## src/rtl/cpu_run_ctrl.sv

```systemverilog
// cpu_run_ctrl: run/step/breakpoint sequencer owning core reset and per-cycle execute enable.
// Breakpoint logic is built only when RUNCTRL_BREAKPOINT_EN is defined.
module cpu_run_ctrl #(
   parameter int PC_W        = 5,
   parameter int DEB_CYCLES  = 16,
   parameter int HOLD_CYCLES = 4,
   parameter int CNT_W       = 16
) (
   input  logic             clk,
   input  logic             reset,
   input  logic             run_sw,
   input  logic             step_btn,
   input  logic [PC_W-1:0]  bp_addr,
   input  logic             bp_en,
   input  logic [PC_W-1:0]  pc,
   output logic             cpu_rst,
   output logic             cpu_en,
   output logic [2:0]       state_o,
   output logic [CNT_W-1:0] instret
);
   typedef enum logic [2:0] {HOLD = 3'd0, HALT = 3'd1, RUN = 3'd2, STEP = 3'd3, BREAK = 3'd4} state_t;
   localparam int DW = $clog2(DEB_CYCLES);
   localparam int HW = $clog2(HOLD_CYCLES + 1);
   localparam logic [DW-1:0] DEB_MAX  = DW'(DEB_CYCLES - 1);
   localparam logic [HW-1:0] HOLD_MAX = HW'(HOLD_CYCLES - 1);

   state_t           state_q;
   logic             cpu_rst_q;
   logic [HW-1:0]    hold_q;
   logic [CNT_W-1:0] instret_q, instret_d;
   logic [1:0]       sync1_q, sync2_q, deb_q;
   logic [DW-1:0]    cnt_q [2];
   logic             step_prev_q;
   logic             run_lvl, step_pulse, bp_hit;

   // bit 0 = run switch, bit 1 = step button
   always_ff @(posedge clk) begin
      if (reset) begin
         sync1_q     <= '0;
         sync2_q     <= '0;
         deb_q       <= '0;
         step_prev_q <= 1'b0;
         cnt_q       <= '{default: '0};
      end else begin
         sync1_q     <= {step_btn, run_sw};
         sync2_q     <= sync1_q;
         step_prev_q <= deb_q[1];
         for (int i = 0; i < 2; i++) begin
            if (sync2_q[i] == deb_q[i]) cnt_q[i] <= '0;
            else if (cnt_q[i] == DEB_MAX) begin
               cnt_q[i] <= '0;
               deb_q[i] <= ~deb_q[i];
            end else cnt_q[i] <= cnt_q[i] + DW'(1);
         end
      end
   end

   assign run_lvl    = deb_q[0];
   assign step_pulse = deb_q[1] & ~step_prev_q;

`ifdef RUNCTRL_BREAKPOINT_EN
   logic skip_q;
   assign bp_hit = bp_en && (pc == bp_addr) && !skip_q;
   // skip lets the instruction sitting on the breakpoint execute once after a resume
   always_ff @(posedge clk) begin
      if (reset) skip_q <= 1'b0;
      else if (state_q == HALT && run_lvl) skip_q <= 1'b1;
      else if (state_q == RUN && cpu_en) skip_q <= 1'b0;
   end
`else
   logic unused_bp;
   assign unused_bp = ^{bp_en, bp_addr, pc};
   assign bp_hit    = 1'b0;
`endif

   assign cpu_en = (state_q == RUN) ? (run_lvl & ~bp_hit) : (state_q == STEP);

   always_comb instret_d = (cpu_en && !(&instret_q)) ? instret_q + CNT_W'(1) : instret_q;

   always_ff @(posedge clk) begin
      if (reset) begin
         state_q   <= HOLD;
         cpu_rst_q <= 1'b1;
         hold_q    <= '0;
         instret_q <= '0;
      end else begin
         instret_q <= instret_d;
         case (state_q)
            HOLD: begin
               if (hold_q == HOLD_MAX) begin
                  state_q   <= HALT;
                  cpu_rst_q <= 1'b0;
               end else hold_q <= hold_q + HW'(1);
            end
            HALT:    state_q <= run_lvl ? RUN : (step_pulse ? STEP : HALT);
            RUN:     state_q <= !run_lvl ? HALT : (bp_hit ? BREAK : RUN);
            STEP:    state_q <= HALT;
            BREAK:   state_q <= !run_lvl ? HALT : (step_pulse ? STEP : BREAK);
            default: begin
               state_q   <= HALT;
               cpu_rst_q <= 1'b0;
            end
         endcase
      end
   end

   assign cpu_rst = cpu_rst_q;
   assign state_o = state_q;
   assign instret = instret_q;
endmodule

```

## config.mk

```make
export PLATFORM = sky130hd
export DESIGN_NAME = cpu_run_ctrl
export DESIGN_NICKNAME = d
export VERILOG_FILES = /design/src/rtl/cpu_run_ctrl.sv
export SDC_FILE = /design/constraint.sdc
export NUM_CORES = 1
export LEC_CHECK = 0
export ABC_CLOCK_PERIOD_IN_PS = 2400
export CAP_MARGIN = 20
export CORE_UTILIZATION = 45
export DETAILED_ROUTE_END_ITERATION = 10
export GPL_TIMING_DRIVEN = 0
export PLACE_DENSITY = 0.71
export RECOVER_POWER = 100
export REMOVE_ABC_BUFFERS = 1
export SLEW_MARGIN = 30
export SYNTH_ARGS = -nofsm -noshare
export SYNTH_HDL_FRONTEND = slang
export SYNTH_SLANG_ARGS = --single-unit
```

## constraint.sdc

```tcl
create_clock -name clk -period 2.4 [get_ports clk]
set_input_delay 0.24 -clock clk [delete_from_list [all_inputs] [get_ports clk]]
set_output_delay 0.24 -clock clk [all_outputs]
set_load 0.02 [all_outputs]
```

==> results of run 1 <==
-- layout make-up --
| class | instances | share of cell area (%) |
|---|---|---|
| timing repair buffer | 24 | 11.6 |
| clock buffer | 6 | 2.53 |
| tap | 46 | 2.84 |
| multi-input combinational | 127 | 41.4 |
| sequential | 38 | 37.6 |
| inverter | 6 | 1.11 |
| clock inverter | 2 | 2.97 |
-- worst register-to-register path, cell delays in order, from the launching register on --
cell and delay (ns):
dfxtp_1 0.34, ha_1 0.21, ha_1 0.20, nor4_1 0.78, mux2i_1 0.28, nor2_1 0.06
-- how the worst max path moves through the flow --
stage                        endpoint  depth (start not counted)  startpoint
after floorplan           instret[15]                          6  instret[0]
after global placement    instret[13]                          3       reset
after detailed placement    hold_q[1]                          5   hold_q[0]
after CTS                      cpu_en                          3  state_o[0]
after global routing           cpu_en                          3  state_o[0]
final                          cpu_en                          3  state_o[0]
-- stage by stage --
stage	area [µm²]	utilization [%]	cells	worst slack (ns)
3_5_place_dp	1920	56.3	241	0.420
3_3_place_gp	1930	56.4	241	0.316
5_1_grt	2020	59.3	249	0.122
4_1_cts	2030	59.5	249	0.195
6_report	2020	59.3	249	0.227
2_1_floorplan	1630	-	171	0.585
-- cells in the final DEF, fill, tap and decap left out, types with 2 or more instances in the layout --
master,instances
nor3_1,4
nand2_1,4
ha_1,5
mux2i_1,4
o31ai_1,2
nor2_1,29
nand4_1,5
xor2_1,9
o21ai_0,5
nor4_1,3
nor2b_1,7
and4_1,3
a211oi_1,2
or4_1,3
nand2b_1,4
or3_1,2
clkdlybuf4s50_1,3
inv_1,6
xnor2_1,8
clkbuf_4,5
dlygate4sd3_1,20
a21oi_1,5
dfxtp_1,38
nand3_1,10
bufinv_16,2
-- per-layer routing --
metal / vias up / GRT usage (%) / wire length, µm
met1: 628 / 21.9 / 1480
met5: - / 0 / 0
met3: 5 / 6.02 / 132
met2: 26 / 31.9 / 1620
li1: 666 / - / -
met4: 0 / 8.14 / 43
-- logic make-up after synthesis --
| kind of cell | count (synthesis) | share of synthesized area [%] |
|---|---|---|
| and+or+nand+nor | 82 | 28.7 |
| DFF | 38 | 46.2 |
| AOI/OAI and AO/OA | 18 | 6.77 |
| xor gates and xnor gates | 17 | 9.05 |
| buffers and inverters | 10 | 2.36 |
| muxes | 5 | 3.12 |
| adders and majority gates | 5 | 3.80 |
-- sequential cells by signal, summed over array words and instances, names as in the netlist --
name and flops:
instret 16, cnt_q 8, hold_q 3, state_o 3
deb_q 2, sync1_q 2, sync2_q 2, cpu_rst 1
step_prev_q 1
-- power by group through the flow --
stage               Clock (mW)  Sequential (mW)  Combinational, mW
floorplan                    0            0.707             0.0936
CTS                      0.580            0.692              0.150
global placement             0            0.702              0.136
detailed placement           0            0.706              0.151
global route             0.608            0.698              0.162
finish                   0.565            0.691              0.146
==> results.json, run 1 <==
{
  "die_w_um": 62.5,
  "cp_slowest_stage_delay_ns": 0.58,
  "final-seq-area_um2": 761,
  "cts_tree": "built",
  "worstMarginPinSlew_ns": 1.36,
  "cp_slowest_cell": "clkdlybuf4s50_1",
  "synth_top_area_share_pct": 46.2,
  "endpoint_kind": "output pin",
  "grt_pass1_vias": 1301,
  "comb_power_share_pct": 10.4,
  "worstHoldStart": "run_sw",
  "clk_latency_ns": 0.34,
  "core_um2": 3420,
  "multi_input_area_um2": 838,
  "cap_violations": 0,
  "hold_class": "primary input to register",
  "cts_hold_buf": 0,
  "max_freq_mhz": 460,
  "hold_depth": 2,
  "ant_nets": 0,
  "async_reset_ff_share_pct": 0,
  "syn_area_per_cell_um2": 9.40,
  "via_per_inst": 5.32,
  "cts_buffer_depth": 2,
  "antenna_found_initial": 0,
  "ir_drop_mv": 0.434,
  "drc": 0,
  "rows": 21,
  "drt_first_pass_iters": 4,
  "p_sw_share_pct": 22.6,
  "wirelength_um": 3270,
  "cp_num_buf_inv": 1,
  "outcome": "finished, final reports clean",
  "reg2reg_from": "hold_q[0]",
  "holdPathEnd": "sync1_q[0]",
  "num-fill-cells": 303,
  "fin_crit_sh_pct": 90.5,
  "ys_types": 39,
  "synth_top_cell_by_area": "dfxtp_1",
  "critPathRequiredTime_ns": 2.16,
  "synth-edff-count": 0,
  "ctsResizeCount": 0,
  "dieArea_um2": 3900,
  "num_vias": 1325,
  "cp_max_fo": 8,
  "ys.flop_type": "dfxtp_1",
  "cp-start-kind": "register",
  "cp_top_family": "simple AND/OR/NAND/NOR gates",
  "crit_arrival_ns": 1.93,
  "grt_max_degree": 34,
  "hold_ws_ns": 0.441,
  "die_h_um": 62.5,
  "tns_ns": 0,
  "path_cells": "nor2_1, nor2_1, clkdlybuf4s50_1",
  "regToRegSetupSlack_ns": 0.37,
  "fin_worst_skew_ns": 0.00814,
  "overflow": 0,
  "initialDrtViolationCount": 45,
  "cp_common_cell": "nor2_1",
  "p_sw_mw": 0.317,
  "ctsRootBufferMaster": "clkbuf_4",
  "rr_worst_depth": 5,
  "finalHoldViolCount": 0,
  "fin_nets": 222,
  "p_seq_share_pct": 49.3,
  "synth_seq_cells": 38,
  "grt_pass1_wl_um": 5800,
  "synth_warnings": 0,
  "power.total_mw": 1.40,
  "dpl.hpwl_um": 2310,
  "path_clk_slew_ns": 0.11,
  "synth_common_cells": "dfxtp_1, nor2_1, nand3_1, xor2_1, xnor2_1",
  "cts_setup_buffers": 0,
  "syn_area_um2": 1650,
  "crit_type": "register to output pin",
  "port_buffers": 24,
  "cts.htree.levels": 2,
  "setup_viol_count_final": 0,
  "reg2reg_to": "hold_q[1]",
  "syn_inst": 175,
  "p_leak_nw": 0.789,
  "grt_use_total_pct": 19.0,
  "io-pin-count": 36,
  "clkPwrFrac_pct": 40.3,
  "rsz0062_at_grt": "false",
  "yosysSeqAreaShare_pct": 46.2,
  "synthTopCellsByArea": "dfxtp_1, nor2_1, xor2_1",
  "routedWlPerCell_um": 13.1,
  "slew_viol_final": 0,
  "numCtsBuffers": 5,
  "p_per_area_nw_per_um2": 693,
  "yosysMostFrequentCell": "dfxtp_1",
  "period_minus_slack_ns": 2.17,
  "start_util_pct": 48.2,
  "gp_congestion": 0.758,
  "antenna_cells": 0,
  "internal-power_mw": 1.09,
  "drive_gt1_share_pct": 5.91,
  "area_growth_pct": 23.0,
  "relSlewSlack_pct": 9.45,
  "cts_sinks": 38
}
No activity file was read; power rests on OpenSTA's default activity.
==> run 2: changes to the inputs <==
- CELL_PAD_IN_SITES_DETAIL_PLACEMENT: unset -> 1
- CELL_PAD_IN_SITES_GLOBAL_PLACEMENT: unset -> 1
- CORE_UTILIZATION: 45 -> 37
- PLACE_DENSITY: 0.71 -> 0.77
==> results.json, run 2 (same netlist as run 1, synthesis figures left out) <==
{
  "dr_wl_met2_um": 1980,
  "cts.htree.levels": 2,
  "cp_num_buf_inv": 1,
  "die_w_um": 68.7,
  "endpoint_kind": "output pin",
  "dr_wl_met3_um": 147,
  "routedWlPerCell_um": 15.3,
  "worstMarginPinSlew_ns": 1.34,
  "cap_violations": 0,
  "crit_cells": 3,
  "crit_arrival_ns": 1.95,
  "cts_setup_buffers": 0,
  "p_per_area_nw_per_um2": 680,
  "period_minus_slack_ns": 2.19,
  "multi_input_area_um2": 838,
  "rr_worst_depth": 5,
  "cp_max_fo": 8,
  "wirelength_um": 3860,
  "max_freq_mhz": 457,
  "crit_type": "register to output pin",
  "fin_worst_skew_ns": 0.00826,
  "ctsRootBufferMaster": "clkbuf_8",
  "port_buffers": 24,
  "crit_path_end": "cpu_en",
  "hold_ws_ns": 0.440,
  "m1WireLength_um": 1690,
  "grt_pass1_vias": 1397,
  "start_util_pct": 39.7,
  "grt_use_total_pct": 18.9,
  "reg2reg_to": "hold_q[1]",
  "die_h_um": 68.7,
  "regToRegSetupSlack_ns": 0.36,
  "highest_layer": "met4",
  "cp_top_family": "buffers and inverters",
  "numCtsBuffers": 5,
  "initialDrtViolationCount": 35,
  "slew_viol_final": 0,
  "antenna_found_initial": 0,
  "final_cell_mix": "dfxtp_1, nor2_1, dlygate4sd3_1",
  "dpl.hpwl_um": 2830,
  "path_clk_slew_ns": 0.07,
  "reg2reg_from": "hold_q[0]",
  "clk_latency_ns": 0.30,
  "drive_gt1_share_pct": 4.93,
  "drt_first_pass_iters": 2,
  "largest_register_ff_count": 16,
  "ant_nets": 0,
  "overflow": 0,
  "cp-start-kind": "register",
  "fin_crit_sh_pct": 91.1,
  "area_growth_pct": 23.0,
  "fin_nets": 222,
  "p_leak_nw": 0.787,
  "num-fill-cells": 487,
  "cp_common_cell": "nor2_1",
  "layout_commonest_cell": "dfxtp_1",
  "io-pin-count": 36,
  "startpoint": "state_o[0]",
  "rsz0062_at_grt": "false",
  "antenna_cells": 0,
  "dieArea_um2": 4720,
  "gp_congestion": 0.766,
  "num_vias": 1321,
  "cts_sinks": 38,
  "path_cells": "nor2_1, nor2_1, dlygate4sd3_1",
  "finalHoldViolCount": 0,
  "rows": 23,
  "cts_tree": "built",
  "drc": 0,
  "cp_slowest_stage_delay_ns": 0.68,
  "tns_ns": 0,
  "core_um2": 4140,
  "grt_max_degree": 34,
  "cp_slowest_cell": "dlygate4sd3_1",
  "ctsResizeCount": 0,
  "cts_hold_buf": 0,
  "ir_drop_mv": 0.357,
  "cts_buffer_depth": 2,
  "grt_pass1_wl_um": 6420,
  "hold_class": "register to register",
  "outcome": "finished, final reports clean",
  "final-seq-area_um2": 761,
  "via_per_inst": 5.22,
  "critPathRequiredTime_ns": 2.16,
  "relSlewSlack_pct": 10.6,
  "setup_viol_count_final": 0
}
[run 2: changes by cell type in the layout (fill, tap and decap cells not counted)]
cell             previous run  this run
clkbuf_4                    5         0
clkbuf_1                    1         3
dlygate4sd3_1              20        21
bufinv_16                   2         1
clkdlybuf4s50_1             3         2
clkbuf_8                    1         5
[run 2: report_power, final]
part	total [mW]	switching [mW]	internal, mW	leakage, nW
combinational	0.147	0.0804	0.0671	0.427
clock	0.540	0.229	0.311	0.0524
sequential	0.690	0.0242	0.666	0.308
total	1.38	0.334	1.04	0.787
[run 2: area by class of cell]
cell class / instances / area share (%)
Clock buffer: 7 / 3.77
Clock inverter: 1 / 1.48
Inverter: 6 / 1.11
Multi-Input combinational cell: 127 / 41.4
Sequential cell: 38 / 37.6
Tap cell: 50 / 3.09
Timing Repair Buffer: 24 / 11.6
[run 2: worst min path at each step]
stage                     cells after the start          end        from
after floorplan                               1  instret[11]       reset
after global placement                        1     cnt_q[0]    cnt_q[0]
after detailed placement                      1   sync2_q[1]  sync1_q[1]
after CTS                                     2   instret[7]       reset
after global routing                          1   sync2_q[1]  sync1_q[1]
final                                         1   sync2_q[1]  sync1_q[1]
[run 2: routing by layer]
layer	vias up	global-route usage [%]
li1	668	-
met1	632	20.8
met2	15	33.5
met3	6	6.41
met4	0	6.77
met5	-	0
[run 2: metrics by stage]
stage	cells	util [%]	power, mW	setup WS (ns)	area [µm²]
6_report	253	48.9	1.38	0.212	2020
4_1_cts	253	49.1	1.39	0.298	2030
2_1_floorplan	171	-	0.801	0.585	1630
5_1_grt	253	48.9	1.44	0.104	2020
3_3_place_gp	245	46.6	0.839	0.285	1930
3_5_place_dp	245	46.5	0.858	0.402	1930
[run 2: worst reg2reg max path, stage by stage, from the launching register on]
cell	delay, ns
dfxtp_1	0.33
ha_1	0.20
ha_1	0.20
nor4_1	0.80
mux2i_1	0.30
nor2_1	0.05
==> RTL change 1: new RTL, config.mk and constraints of run 1 <==
The parameter `HOLD_CYCLES` goes from 4 to 8.
--- a/src/rtl/cpu_run_ctrl.sv
+++ b/src/rtl/cpu_run_ctrl.sv
@@ -3,7 +3,7 @@
 module cpu_run_ctrl #(
    parameter int PC_W        = 5,
    parameter int DEB_CYCLES  = 16,
-   parameter int HOLD_CYCLES = 4,
+   parameter int HOLD_CYCLES = 8,
    parameter int CNT_W       = 16
 ) (
    input  logic             clk,
Formal check against the unedited RTL: not equivalent (a bounded check fails within 10 cycles, from zero or initial values and one cycle with reset high).
==> RTL change 1 against run 1 <==
- wire length is 2.1% lower
- cell count is 5.6% higher
- cell area is 4.5% higher
- sequential cell count is 1 higher
- critical path type unchanged
- global-route usage is 1.3 points lower
- setup slack worse by 54 ps
- die area is 5.8% higher
- critical path depth is 1 higher
- sequential share of layout area is 0.68 points lower
- synthesized area is 6.0% higher
Power is not compared: it rests on default switching activity, and its combinational part moved more than twofold at a synthesized area within 25%.
==> RTL change 1: results (changes against run 1) <==
outcome: "finished, final reports clean"
dpl.cell_count: 255  # +5.8%
grt_pass1_vias: 1229  # -5.5%
cpMaxStageDelayCell: "clkdlybuf4s50_1"
grt_start_max_net_pins: 33  # -2.9%
p_leak_nw: 0.8838
grt_pass1_wl_um: 5506  # -5.1%
max_stage_delay_ps: 640  # +60 ps
fin_worst_skew_ps: 7.001  # -1.142 ps
detail_route.iter0.violations: 57  # +27%
cts_setup_buffers: 0  # unchanged
synthTopCellsByCount: "dfxtp_1 (39), nor2_1 (35), nand3_1 (15), xor2_1 (12), nor2b_1 (9)"
antenna_cells: 0  # unchanged
drive_gt1_frac: 0.06047  # +0.001352
post-dp-hpwl_um: 2125  # -8.1%
cts-root-buf: "clkbuf_8"
synthTopCellsByArea: "dfxtp_1 (45%), nor2_1 (7.5%), xor2_1 (6.0%)"
ys_seq_area_frac: 0.4476  # -0.01472
cts.clk_slew.worst_paths_ps: 80  # -30 ps
layout.nets: 233  # +5.0%
track_usage: 0.1767  # -0.01278
hold_path.class: "reg2reg"
worst_pin_slew_ps: 1354  # -4.442 ps
htree_levels: 2  # unchanged
routed_wl_um: 3198  # -2.1%
dr.pass1.iters: 4  # unchanged
syn_area_per_cell_um2: 9.228  # -1.8%
critPathArrivalTime_ps: 1990  # +60 ps
vias_per_cell: 5.125  # -3.7%
synthDistinctLibCells: 43  # +10%
gp_congestion: 0.7632  # +0.63%
fill_cells: 352  # +16%
clk_latency_ps: 290  # -50 ps
worstPathMaxFanout: 9  # +1
vias: 1348  # +1.7%
RTL change 1: power breakdown:
group | total [mW] | internal, mW | leakage, nW | switching [mW]
sequential | 0.664 | 0.657 | 0.316 | 0.00684
combinational | 0.0339 | 0.0152 | 0.503 | 0.0188
clock | 0.641 | 0.415 | 0.0654 | 0.225
RTL change 1: final cells by class:
type	count	area, um2	area share
multi-input cells	140	893.4	0.4222
flip-flops and latches	39	780.7	0.3690
repair buffers	24	234.0	0.1106
clock buffers	6	72.57	0.03430
clock inverters	2	60.06	0.02839
well taps	48	60.06	0.02839
inverters	4	15.01	0.007096
RTL change 1: worst paths after layout:
check	from	to	slack [ps]	cells after the start
worst max-delay path	state_o[2]	cpu_en	170	4
worst min-delay path	sync1_q[0]	sync2_q[0]	440	1
worst max register to register	instret[3]	instret[10]	290	5
worst min register to register	sync1_q[0]	sync2_q[0]	440	1
RTL change 1: critical path: cells and delay by family, from the launching register on:
family                 cells  cell delay [ps]
buffers and inverters      2              820
AND/OR/NAND/NOR            2              490
flip-flops                 1              390
RTL change 1: stage by stage:
stage	hold WS (ps)	instance area (um2)	util	setup slack [ps]
after floorplan	311.6	1702	-	420.7
after CTS	429.2	2130	0.5773	121.5
after detailed placement	423.9	1997	0.5414	391.5
final	436.9	2116	0.5736	173.4
after global routing	460.5	2116	0.5736	57.28
after global placement	423.4	2002	0.5427	224.2
RTL change 1: cells by family after synthesis:
kind of cell             after synthesis  share of synthesized area
AND/OR/NAND/NOR                       95                     0.2984
flip-flops                            39                     0.4476
AO/OA/AOI/OAI                         17                    0.06528
XOR/XNOR                              17                    0.08536
buffers and inverters                 10                    0.03300
multiplexers                           7                    0.04161
adder cells (fa/ha/maj)                4                    0.02870
RTL change 1: per-layer routing:
layer | share of wire | up-vias | track usage
met3 | 0.037 | 6 | 0.06429
met5 | 0 | - | 0
met4 | 0.023 | 0 | 0.09167
met2 | 0.45 | 25 | 0.2645
met1 | 0.49 | 617 | 0.2202
li1 | - | 700 | -
==> RTL change 2: new RTL, flow settings as in run 1 <==
Without the edit above. Register the output `instret` once more, cleared by the reset; this adds one clock of latency there. The other outputs are not delayed to match.
--- a/src/rtl/cpu_run_ctrl.sv
+++ b/src/rtl/cpu_run_ctrl.sv
@@ -106,6 +106,12 @@
 
    assign cpu_rst = cpu_rst_q;
    assign state_o = state_q;
-   assign instret = instret_q;
+   always_ff @(posedge clk) begin
+      if (reset) begin
+         instret <= '0;
+      end else begin
+         instret <= instret_q;
+      end
+   end
 endmodule
 
Behaviour: same outputs for any inputs over 10 cycles, from zero or initial values and one cycle with reset high; that may be too few to reach the edited logic, so the function may still have changed.
==> RTL change 2 against run 1 <==
- sequential cell count up 16
- setup slack better by 1.6 ps
- via count up 18%
- synthesized area up 32%
- sequential power up 38%
- count of clock-buffer cells in the layout down 1
- die area up 31%
- highest routed layer unchanged
- clock skew about the same
- wire length up 10%
- cell area up 24%
- power up 15%
- sequential share of layout area up 5.5 points
==> RTL change 2: results (changes against run 1) <==
grt_start_max_net_pins: 26  # -24%
p_sw_frac: 0.2490  # +0.02332
timing.hold.ws_ps: 449.4  # +8.481 ps
crit_family: "buffers and inverters"
outcome: "finished, final reports clean"
clock_area_frac: 0.03683  # -0.01817
signal_buffers: 25  # +4.2%
synthDistinctLibCells: 41  # +5.1%
buf_share: 0.09457  # -0.02100
worst_r2r_endpoint: "instret_q[14]"
wl_met1_um: 1819  # +23%
holdPathEnd: "sync2_q[1]"
ir_drop_uv: 472.3  # +8.8%
synthTopCellsByArea: "dfxtp_1 (50%), nor2b_1 (6.6%), mux2_1 (4.1%)"
wl_met2_um: 1628  # +0.80%
wl_met3_um: 97  # -27%
gp_congestion: 0.7575  # -0.12%
post-dp-hpwl_um: 2540  # +9.9%
r2r_slack_ps: 310  # -60 ps
use_met3: 0.03797  # -0.02224
track_usage: 0.1547  # -0.03477
detail_route.iter0.violations: 47  # +4.4%
cts-root-buf: "clkbuf_8"
gr-usage-met2: 0.2529  # -0.06638
grt_pass1_wl_um: 6210  # +7.0%
ys_seq_area_frac: 0.4980  # +0.03563
routed_wl_um: 3610  # +10%
multi_input_area_share: 0.4032  # -0.01091
min_delay_path_depth: 1  # -1
crit_start: "state_o[1]"
RTL change 2: cell count changes after synthesis, sizes merged, moves of 4 or more:
cell | before | now
buf | 0 | 5
nand3 | 10 | 5
or3 | 2 | 6
dfxtp | 38 | 54
mux2 | 1 | 8
nand2b | 5 | 1
nor2 | 29 | 24
xor2 | 9 | 2
nor2b | 7 | 23
RTL change 2: cells by family after synthesis:
kind of cell	after synthesis
compound gates	24
xor+xnor	7
fa+ha+maj	5
buf+inv	18
flops	54
mux	11
simple gates	102
RTL change 2: through the flow:
step                instance area [um2]  instances  setup WS (ps)  utilization
finish                             2514        294          228.6       0.5581
detailed placement                 2435        286          143.0       0.5406
global route                       2514        294          87.30       0.5581
global placement                   2412        285         -65.98       0.5356
CTS                                2529        294          15.81       0.5614
floorplan                          2107        209          531.3            -
RTL change 2: timing repair:
action                                  CTS  global route
resized for setup                         1             2
endpoints found under the setup margin    1             1
endpoints found under the hold margin     0             0
